<file path="config.mk">
export PLATFORM = sky130hd
export DESIGN_NAME = uart_wb_bridge
export DESIGN_NICKNAME = d
export VERILOG_FILES = /design/src/rtl/uart_wb_bridge.sv
export SDC_FILE = /design/constraint.sdc
export NUM_CORES = 1
export LEC_CHECK = 0
export CORE_MARGIN = 1
export CORE_UTILIZATION = 45
export DETAILED_ROUTE_END_ITERATION = 7
export PLACE_DENSITY_LB_ADDON = 0.3
export SYNTH_ARGS = -nofsm -noshare
export SYNTH_HDL_FRONTEND = slang
export SYNTH_SLANG_ARGS = --single-unit
export TNS_END_PERCENT = 10
</file>
<file path="constraint.sdc">
create_clock -name clk -period 4.7 [get_ports clk]
set_input_delay 0.705 -clock clk [delete_from_list [all_inputs] [get_ports clk]]
set_output_delay 0.705 -clock clk [all_outputs]
set_load 0.01 [all_outputs]
</file>
<file path="src/rtl/uart_wb_bridge.sv">
// UART byte-frame command decoder driving single classic Wishbone read/write cycles.
// Frames: 'W' addr d3 d2 d1 d0 / 'R' addr; replies 'K' [+4 data bytes], 'E' or '?'.
module uart_wb_bridge #(
  parameter int unsigned WB_TIMEOUT = 1024,
  parameter int unsigned MAX_RETRY  = 3,
  parameter int unsigned RX_TIMEOUT = 100000
) (
  input  logic        clk,
  input  logic        rst,
  input  logic [7:0]  rxData,
  input  logic        rxReady,
  input  logic        rxParityError,
  input  logic        rxProtocolError,
  output logic        clearFlags,
  output logic [7:0]  txData,
  output logic        startTx,
  input  logic        txReady,
  input  logic [31:0] wbRData,
  input  logic        wbAck,
  input  logic        wbErr,
  input  logic        wbRty,
  output logic        wbRst,
  output logic [7:0]  wbAddr,
  output logic [3:0]  wbSel,
  output logic        wbWe,
  output logic [31:0] wbWData,
  output logic        wbCycle,
  output logic        wbStrobe,
  output logic [2:0]  wbCti,
  output logic [1:0]  wbBte
);

  localparam int unsigned RXW = $clog2(RX_TIMEOUT + 1);
  localparam int unsigned WBW = $clog2(WB_TIMEOUT + 1);
  localparam int unsigned RTW = $clog2(MAX_RETRY + 2);
  localparam logic [RXW-1:0] RX_LAST  = RXW'(RX_TIMEOUT - 1);
  localparam logic [WBW-1:0] WB_LAST  = WBW'(WB_TIMEOUT - 1);
  localparam logic [RTW-1:0] RETRY_MX = RTW'(MAX_RETRY);

  localparam logic [7:0] CMD_WR  = 8'h57;
  localparam logic [7:0] CMD_RD  = 8'h52;
  localparam logic [7:0] RSP_OK  = 8'h4B;
  localparam logic [7:0] RSP_ERR = 8'h45;
  localparam logic [7:0] RSP_UNK = 8'h3F;

  typedef enum logic [2:0] {
    S_IDLE        = 3'd0,
    S_GET_ADDR    = 3'd1,
    S_GET_DATA    = 3'd2,
    S_WB_CYCLE    = 3'd3,
    S_SEND_STATUS = 3'd4,
    S_SEND_DATA   = 3'd5
  } state_e;

  typedef enum logic [1:0] {
    TX_SEND = 2'd0,
    TX_FALL = 2'd1,
    TX_RISE = 2'd2
  } tx_ph_e;

  state_e         state_q, state_d;
  tx_ph_e         tx_ph_q, tx_ph_d;
  logic           we_q, we_d;
  logic [7:0]     addr_q, addr_d;
  logic [31:0]    wdata_q, wdata_d;
  logic [31:0]    rdata_q, rdata_d;
  logic [7:0]     status_q, status_d;
  logic [1:0]     byte_cnt_q, byte_cnt_d;
  logic [RXW-1:0] rx_cnt_q, rx_cnt_d;
  logic [WBW-1:0] wb_cnt_q, wb_cnt_d;
  logic [RTW-1:0] retry_q, retry_d;
  logic           cyc_q, cyc_d;
  logic [7:0]     tx_data_q, tx_data_d;
  logic           start_tx_q, start_tx_d;
  logic           clear_q, clear_d;

  logic           rx_err_s, rx_tmo_s, cmd_ok_s;
  logic           wb_err_s, wb_rty_s, wb_ack_s, wb_tmo_s, wb_done_s, retry_last_s;
  logic           tx_done_s;
  logic [7:0]     tx_byte_s;

  // Sticky UART flags stay high until our clear lands, so ignore them while the clear pulse is out.
  assign rx_err_s     = (rxParityError | rxProtocolError) & ~clear_q;
  assign rx_tmo_s     = (rx_cnt_q == RX_LAST);
  assign cmd_ok_s     = (rxData == CMD_WR) | (rxData == CMD_RD);
  assign wb_err_s     = cyc_q & wbErr;
  assign wb_rty_s     = cyc_q & ~wbErr & wbRty;
  assign wb_ack_s     = cyc_q & ~wbErr & ~wbRty & wbAck;
  assign wb_tmo_s     = cyc_q & ~wbErr & ~wbRty & ~wbAck & (wb_cnt_q == WB_LAST);
  assign retry_last_s = (retry_q == RETRY_MX);
  assign wb_done_s    = wb_err_s | wb_ack_s | wb_tmo_s | (wb_rty_s & retry_last_s);
  assign tx_done_s    = (tx_ph_q == TX_RISE) & txReady;
  assign tx_byte_s    = (state_q == S_SEND_DATA) ? rdata_q[31:24] : status_q;

  // State register.
  always_ff @(posedge clk) begin
    if (rst) begin
      state_q <= S_IDLE;
    end else begin
      state_q <= state_d;
    end
  end

  // Next-state logic.
  always_comb begin
    state_d = state_q;
    case (state_q)
      S_IDLE: begin
        if (rx_err_s)     state_d = S_IDLE;
        else if (rxReady) state_d = cmd_ok_s ? S_GET_ADDR : S_SEND_STATUS;
        else              state_d = S_IDLE;
      end
      S_GET_ADDR: begin
        if (rx_err_s || rx_tmo_s) state_d = S_IDLE;
        else if (rxReady)         state_d = we_q ? S_GET_DATA : S_WB_CYCLE;
        else                      state_d = S_GET_ADDR;
      end
      S_GET_DATA: begin
        if (rx_err_s || rx_tmo_s)                state_d = S_IDLE;
        else if (rxReady && byte_cnt_q == 2'd3)  state_d = S_WB_CYCLE;
        else                                     state_d = S_GET_DATA;
      end
      S_WB_CYCLE: begin
        if (wb_done_s) state_d = S_SEND_STATUS;
        else           state_d = S_WB_CYCLE;
      end
      S_SEND_STATUS: begin
        if (tx_done_s) state_d = (!we_q && status_q == RSP_OK) ? S_SEND_DATA : S_IDLE;
        else           state_d = S_SEND_STATUS;
      end
      S_SEND_DATA: begin
        if (tx_done_s && byte_cnt_q == 2'd3) state_d = S_IDLE;
        else                                 state_d = S_SEND_DATA;
      end
      default: state_d = S_IDLE;
    endcase
  end

  // Datapath and output next values.
  always_comb begin
    we_d       = we_q;
    addr_d     = addr_q;
    wdata_d    = wdata_q;
    rdata_d    = rdata_q;
    status_d   = status_q;
    byte_cnt_d = byte_cnt_q;
    rx_cnt_d   = RXW'(0);
    wb_cnt_d   = wb_cnt_q;
    retry_d    = retry_q;
    cyc_d      = 1'b0;
    tx_ph_d    = tx_ph_q;
    tx_data_d  = tx_data_q;
    start_tx_d = 1'b0;
    clear_d    = 1'b0;
    case (state_q)
      S_IDLE: begin
        byte_cnt_d = 2'd0;
        retry_d    = RTW'(0);
        tx_ph_d    = TX_SEND;
        if (rx_err_s) begin
          clear_d = 1'b1;
        end else if (rxReady) begin
          if (cmd_ok_s) we_d     = (rxData == CMD_WR);
          else          status_d = RSP_UNK;
        end else begin
          we_d = we_q;
        end
      end
      S_GET_ADDR, S_GET_DATA: begin
        if (rx_err_s) begin
          clear_d = 1'b1;
        end else if (rx_tmo_s) begin
          rx_cnt_d = RXW'(0);
        end else if (rxReady) begin
          if (state_q == S_GET_ADDR) begin
            addr_d = rxData;
          end else begin
            wdata_d    = {wdata_q[23:0], rxData};
            byte_cnt_d = byte_cnt_q + 2'd1;
          end
        end else begin
          rx_cnt_d = rx_cnt_q + RXW'(1);
        end
      end
      S_WB_CYCLE: begin
        // A low cyc_q here is either entry or the one idle cycle after a retry: (re)issue.
        if (!cyc_q) begin
          cyc_d    = 1'b1;
          wb_cnt_d = WBW'(0);
        end else if (wb_err_s) begin
          status_d = RSP_ERR;
        end else if (wb_rty_s) begin
          if (retry_last_s) status_d = RSP_ERR;
          else              retry_d  = retry_q + RTW'(1);
        end else if (wb_ack_s) begin
          status_d = RSP_OK;
          rdata_d  = we_q ? rdata_q : wbRData;
        end else if (wb_tmo_s) begin
          status_d = RSP_ERR;
        end else begin
          cyc_d    = 1'b1;
          wb_cnt_d = wb_cnt_q + WBW'(1);
        end
      end
      S_SEND_STATUS, S_SEND_DATA: begin
        case (tx_ph_q)
          TX_SEND: begin
            if (txReady) begin
              start_tx_d = 1'b1;
              tx_data_d  = tx_byte_s;
              tx_ph_d    = TX_FALL;
              rdata_d    = (state_q == S_SEND_DATA) ? {rdata_q[23:0], 8'h00} : rdata_q;
            end else begin
              tx_ph_d = TX_SEND;
            end
          end
          TX_FALL: tx_ph_d = txReady ? TX_FALL : TX_RISE;
          TX_RISE: begin
            if (txReady) begin
              tx_ph_d    = TX_SEND;
              byte_cnt_d = (state_q == S_SEND_STATUS) ? 2'd0 : byte_cnt_q + 2'd1;
            end else begin
              tx_ph_d = TX_RISE;
            end
          end
          default: tx_ph_d = TX_SEND;
        endcase
      end
      default: tx_ph_d = TX_SEND;
    endcase
  end

  // Datapath registers.
  always_ff @(posedge clk) begin
    if (rst) begin
      tx_ph_q    <= TX_SEND;
      we_q       <= 1'b0;
      addr_q     <= 8'h00;
      wdata_q    <= 32'h0000_0000;
      rdata_q    <= 32'h0000_0000;
      status_q   <= 8'h00;
      byte_cnt_q <= 2'd0;
      rx_cnt_q   <= RXW'(0);
      wb_cnt_q   <= WBW'(0);
      retry_q    <= RTW'(0);
      cyc_q      <= 1'b0;
      tx_data_q  <= 8'h00;
      start_tx_q <= 1'b0;
      clear_q    <= 1'b0;
    end else begin
      tx_ph_q    <= tx_ph_d;
      we_q       <= we_d;
      addr_q     <= addr_d;
      wdata_q    <= wdata_d;
      rdata_q    <= rdata_d;
      status_q   <= status_d;
      byte_cnt_q <= byte_cnt_d;
      rx_cnt_q   <= rx_cnt_d;
      wb_cnt_q   <= wb_cnt_d;
      retry_q    <= retry_d;
      cyc_q      <= cyc_d;
      tx_data_q  <= tx_data_d;
      start_tx_q <= start_tx_d;
      clear_q    <= clear_d;
    end
  end

  // Reset must kill an in-flight bus cycle immediately, not at the next edge.
  assign wbCycle    = cyc_q & ~rst;
  assign wbStrobe   = cyc_q & ~rst;
  assign wbWe       = we_q;
  assign wbAddr     = addr_q;
  assign wbWData    = wdata_q;
  assign wbSel      = 4'hF;
  assign wbCti      = 3'b000;
  assign wbBte      = 2'b00;
  assign wbRst      = rst;
  assign txData     = tx_data_q;
  assign startTx    = start_tx_q;
  assign clearFlags = clear_q;

endmodule

</file>
==> run_results.csv, run 1 <==
group,metric,value,unit
status,outcome,"completed",
yosys,syn-cell-area,5590,µm²
yosys,yosysMostFrequentCell,"dfxtp_1",
worst_setup_path,crit_path_max_fanout,64,
yosys,yosysSeqAreaShare,45.4,%
placement,port_buffers,102,
sta,finalSetupViolCount,0,
global_routing,grt_usage,20.7,%
clock_network,cts_buffers,17,
yosys,synth_top_area_share,45.4,%
finish,drive_gt1_share,7.07,%
floorplan,die_h,113,µm
clock_network,cts_buffer_depth,2,
worst_setup_path,cp_cell_sequence,"clkdlybuf4s50_1, or3b_1, o21a_1, nor3_4, buf_4, nor2_1, a211oi_1",
clock_network,h-tree-depth,4,
floorplan,die_x,113,µm
power_and_ir_drop,peakVddDrop,0.228,mV
floorplan,rows,40,
floorplan,die_area,12900,µm²
worst_setup_path,r2r-start,"state_q[1]",
sta,worst_pin_slew,1110,ps
finish,final_net_count,791,
power_and_ir_drop,power_density,363,nW/µm²
finish,stdcell_area,7230,µm²
sta,fin_tns_setup,0,ps
sta,rsz0062_at_grt,"false",
finish,n_fill_cell,1061,
global_routing,antenna_found_initial,0,
finish,area_growth,29.2,%
worst_setup_path,crit_path_end_kind,"register",
placement,globalplace.congestion,0.825,
global_routing,grt-ovfl-total,0,
finish,final_cells,918,
clock_network,cts.clk_slew.worst_paths,50,ps
detailed_routing,first_iter_violations,291,
worst_setup_path,arrival,2970,ps
worst_setup_path,crit_start,"wbErr",
detailed_routing,ant_nets,0,
sta,finalHoldViolCount,0,
worst_setup_path,crit_path_end,"rdata_q[23]",
sta,finalCritPeriodShare,56.4,%
yosys,netlist_top_cells_count,"127 x dfxtp_1, 87 x nand2_1, 84 x nor2_1, 66 x a21oi_1, 36 x mux2i_1",
placement,dp.cells,886,
clock_network,cts_sinks,127,
sta,clock.fmax,378,MHz
worst_setup_path,reg2reg_depth,6,
placement,placed_area,6640,µm²
worst_setup_path,worstSetupPathType,"in -> reg",
floorplan,core-area,12100,µm²
yosys,synth_edf_count,0,
yosys,synth_ff_type,"dfxtp_1",
floorplan,ioPinCount,112,
yosys,ys_ff_latch,127,
detailed_routing,wl,12800,µm
yosys,synth_area_leaders,"dfxtp_1 45%, mux2i_1 6.4%, a21oi_1 5.9%",
global_routing,grt_pass1_wl,21200,µm
yosys,synth.distinct_cells,64,
sta,slew-limit-headroom,25.9,%
yosys,synth_largest_area_cell,"dfxtp_1",
detailed_routing,drtPass1Iterations,4,
yosys,syn_inst,652,
clock_network,cts_tree,"yes",
hold_path,min_path_type,"reg -> reg",
worst_setup_path,cp_slowest_cell,"or3b_1",
worst_setup_path,reg2reg_to,"rdata_q[23]",
run,max_cap_viol_count,0,
finish,post-route-util,59.9,%
worst_setup_path,max_stage_delay,530,ps
yosys,synth.avg_cell_area,8.58,µm²
worst_setup_path,reg2reg_slack,2340,ps
sta,fin_skew,6.64,ps
clock_network,cts-root-buf,"clkbuf_16",
clock_network,cts_resized,0,
floorplan,start_util,46.4,%
sta,holdWs,448,ps
sta,finalCriticalPeriod,2650,ps
global_routing,grt_pass1_vias,4571,
yosys,async_flop_share,0,%
sta,drv_slew,0,
worst_setup_path,required,5020,ps
placement,dp_hpwl,8650,µm
detailed_routing,num_vias,4806,
clock_network,cts_setup_buffers,0,
detailed_routing,avgRoutedWirePerCell,14.0,µm
finish,antenna_cells,0,
clock_network,ctsHoldBuffers,0,
power_and_ir_drop,p_leak,2.59,nW
clock_network,clock_latency,420,ps
global_routing,grt_max_degree,105,
detailed_routing,viasPerCell,5.24,
worst_setup_path,start_kind,"input port",
detailed_routing,drc,0,
yosys,yosysWarnings,0,
[critical path, delay by kind of cell]
kind	cells	cell delay (ps)
buf+inv	2	980
simple gates	3	750
compound gates	2	500
[cells in the final DEF, fill, tap and decap left out, types with 9 or more instances in the layout]
cell type        instances
a211oi_1                23
a21oi_1                 66
clkbuf_16               17
clkdlybuf4s50_1        101
conb_1                   9
dfxtp_1                127
inv_1                   13
mux2i_1                 36
nand2_1                 87
nand2b_1                13
nand3_1                 24
nor2_1                  84
xnor2_1                  9
[worst min path at each step]
stage                 startpoint           end  slack [ps]  cells past startpoint
floorplan            rx_cnt_q[0]   rx_cnt_q[0]         420                      1
global placement     rx_cnt_q[0]   rx_cnt_q[0]         430                      1
detailed placement  wb_cnt_q[10]  wb_cnt_q[10]         440                      1
CTS                  rx_cnt_q[0]   rx_cnt_q[0]         450                      1
global route        wb_cnt_q[10]  wb_cnt_q[10]         460                      1
finish               rx_cnt_q[0]   rx_cnt_q[0]         450                      1
[metal layers]
metal,wire length (µm),track usage [%]
met1,5730,25.6
met2,6160,33.5
met3,738,6.06
met4,204,8.86
met5,0,0
[layout make-up]
cell class / instances / area (µm²) / share of cell area [%]
multi-input combinational: 470 / 2770 / 38.4
clock buffer: 24 / 512 / 7.08
timing repair buffer: 108 / 1060 / 14.7
tap: 168 / 210 / 2.91
clock inverter: 8 / 78.8 / 1.09
sequential: 127 / 2540 / 35.2
inverter: 13 / 48.8 / 0.675
[power breakdown]
part	internal (W)	switching (W)
sequential	0.00111	0.0000188
combinational	0.000102	0.000110
clock	0.000809	0.000474
total	0.00202	0.000603
[state kept, by name, indices dropped and copies added (netlist names)]
signal / count
tx_ph_q: 2
cyc_q: 1
rx_cnt_q: 17
wbAddr: 8
startTx: 1
wbWData: 32
txData: 8
retry_q: 3
status_q: 5
clearFlags: 1
rdata_q: 32
state_q: 3
wb_cnt_q: 11
wbWe: 1
byte_cnt_q: 2
[cells by family after synthesis]
| group | Yosys count | share of synthesized area [%] |
|---|---|---|
| other | 2 | 0.134 |
| buffers and inverters | 62 | 5.48 |
| adder cells (fa/ha/maj) | 5 | 1.12 |
| AO/OA/AOI/OAI | 140 | 16.5 |
| XOR/XNOR | 17 | 2.66 |
| multiplexers | 36 | 6.44 |
| flip-flops | 127 | 45.4 |
| AND/OR/NAND/NOR | 263 | 22.2 |
[through the flow]
step	setup WS (ps)	total power, W
6_report	2050	0.00262
5_1_grt	1830	0.00272
4_1_cts	2040	0.00264
3_5_place_dp	1620	0.00136
3_3_place_gp	1700	0.00136
2_1_floorplan	2550	0.00129
No activity file was read; power rests on OpenSTA's default activity.
==> run 2: changes to the inputs <==
- clock period: 4.7 -> 2.5 ns (I/O delays scaled with it)
==> run_results.csv, run 2 (synthesis gave the netlist of run 1 again) <==
group,metric,value,unit
status,outcome,"completed",
sta,finalCritPeriodShare,86.2,%
worst_setup_path,max_stage_delay,460,ps
worst_setup_path,reg2reg_depth,6,
power_and_ir_drop,pwr-share-clk,51.8,%
worst_setup_path,cp_slowest_cell,"o41a_1",
detailed_routing,viasPerCell,5.29,
worst_setup_path,crit_path_end_kind,"register",
hold_path,whs_path_depth,2,
worst_setup_path,r2r-start,"wb_cnt_q[0]",
worst_setup_path,reg2reg_slack,350,ps
worst_setup_path,crit_path_max_fanout,8,
worst_setup_path,crit_path_end,"status_q[3]",
run,max_cap_viol_count,0,
finish,layout_commonest_cell,"dfxtp_1",
placement,globalplace.congestion,0.822,
clock_network,cts.clk_slew.worst_paths,60,ps
global_routing,grt_usage,21.6,%
detailed_routing,drtPass1Iterations,4,
clock_network,clock_latency,420,ps
sta,finalSetupViolCount,0,
hold_path,min_path_type,"in -> reg",
sta,worst_pin_slew,643,ps
hold_path,hp-start,"rst",
power_and_ir_drop,sequentialPowerShare,40.3,%
global_routing,grt_pass1_vias,4889,
sta,clock.fmax,464,MHz
placement,dp_hpwl,9150,µm
power_and_ir_drop,switchingPower,0.00117,W
sta,worst_slack,346,ps
detailed_routing,avgRoutedWirePerCell,14.2,µm
floorplan,core-area,12100,µm²
placement,dpl_worst_slack,126,ps
clock_network,cts_buffers,17,
sta,fin_skew,6.43,ps
clock_network,cts_resized,0,
floorplan,start_util,46.4,%
global_routing,grt-ovfl-total,0,
clock_network,cts_sinks,127,
floorplan,die_x,113,µm
sta,holdWs,204,ps
detailed_routing,ant_nets,0,
sta,finalHoldViolCount,0,
global_routing,grt_pass1_wl,22300,µm
clock_network,h-tree-depth,4,
sta,rsz0062_at_grt,"false",
clock_network,cts_tree,"yes",
power_and_ir_drop,p_sw_share,22.3,%
global_routing,antenna_found_initial,0,
worst_setup_path,cp_cell_sequence,"ha_1, nand3_1, o41a_1, o21ai_1, o21ai_1, a221oi_1",
finish,final_net_count,804,
detailed_routing,drc,0,
floorplan,rows,40,
finish,antenna_cells,0,
floorplan,ioPinCount,112,
clock_network,cts-root-buf,"clkbuf_16",
power_and_ir_drop,peakVddDrop,0.444,mV
sta,slew-limit-headroom,57.2,%
clock_network,cts_setup_buffers,0,
power_and_ir_drop,pwr-share-comb,7.9,%
worst_setup_path,required,2820,ps
power_and_ir_drop,p_leak,2.68,nW
power_and_ir_drop,p_int,0.00409,W
detailed_routing,first_iter_violations,272,
floorplan,die_h,113,µm
sta,finalCriticalPeriod,2150,ps
worst_setup_path,arrival,2470,ps
sta,fin_tns_setup,0,ps
worst_setup_path,worstSetupPathType,"reg -> reg",
sta,drv_slew,0,
placement,port_buffers,102,
worst_setup_path,cpMostUsedCell,"o21ai_1",
global_routing,grt_max_degree,65,
finish,area_growth,32.5,%
clock_network,cts_buffer_depth,2,
worst_setup_path,reg2reg_to,"status_q[3]",
finish,stdcell_area,7410,µm²
placement,placed_area,6760,µm²
floorplan,die_area,12900,µm²
finish,drive_gt1_share,8.65,%
worst_setup_path,crit_start,"wb_cnt_q[0]",
finish,layout_common_cells,"127 x dfxtp_1, 101 x clkdlybuf4s50_1, 87 x nand2_1, 84 x nor2_1, 66 x a21oi_1",
power_and_ir_drop,power_density,709,nW/µm²
detailed_routing,wl,13200,µm
detailed_routing,num_vias,4922,
worst_setup_path,start_kind,"register",
clock_network,ctsHoldBuffers,0,
run 2: cell count changes in the layout (fill, tap and decap cells not counted), sizes merged:
cell / previous run / this run
clkinv: 3 / 2
buf: 7 / 20
bufinv: 1 / 5
clkbuf: 24 / 19
inv: 13 / 14
clkinvlp: 4 / 5
run 2: power by group through the flow:
stage / Clock [W] / Combinational, W / Sequential [W]
global route: 0.00287 / 0.000456 / 0.00213
CTS: 0.00276 / 0.000418 / 0.00212
global placement: 0 / 0.000406 / 0.00216
floorplan: 0 / 0.000268 / 0.00216
detailed placement: 0 / 0.000415 / 0.00216
finish: 0.00272 / 0.000416 / 0.00212
run 2: how the worst min path moves through the flow:
stage | to | slack [ps]
2_1_floorplan | rx_cnt_q[0] | 420
3_3_place_gp | rx_cnt_q[0] | 430
6_report | wb_cnt_q[1] | 200
4_1_cts | wb_cnt_q[1] | 190
5_1_grt | cyc_q | 200
3_5_place_dp | rx_cnt_q[0] | 440
run 2: cell type report:
| cell class | count | area [µm²] |
|---|---|---|
| fill | 1023 | 4650 |
| multi-input combinational | 470 | 2770 |
| sequential | 127 | 2540 |
| timing repair buffer | 121 | 1190 |
| clock buffer | 19 | 443 |
| clock inverter | 13 | 210 |
| tap | 168 | 210 |
| inverter | 13 | 48.8 |
run 2: worst max-delay path, delay by kind of cell, from the launching register on:
| family | cells | cell delay (ps) |
|---|---|---|
| adder cells (fa/ha/maj) | 1 | 180 |
| AND/OR/NAND/NOR | 1 | 240 |
| AO/OA/AOI/OAI | 4 | 1280 |
| flip-flops | 1 | 360 |
run 2: stage by stage:
| step | power (W) | instances | util (%) |
|---|---|---|---|
| CTS | 0.00530 | 931 | 61.5 |
| finish | 0.00526 | 931 | 61.5 |
| global placement | 0.00257 | 899 | 56.1 |
| floorplan | 0.00242 | 659 | - |
| detailed placement | 0.00258 | 899 | 56.1 |
| global route | 0.00546 | 931 | 61.5 |
run 2: per-layer routing:
layer / up-vias / global-route usage [%] / routed length, µm
met2: 132 / 35.7 / 6270
li1: 2445 / - / -
met1: 2318 / 25.8 / 5890
met5: - / 0 / 0
met3: 27 / 7.23 / 805
met4: 0 / 9.04 / 240
==> run 3: changes to the inputs <==
- TNS_END_PERCENT: 10 -> unset
==> results of run 3 <==
Same layout as run 2: the final DEF is identical, and so are final timing and power.
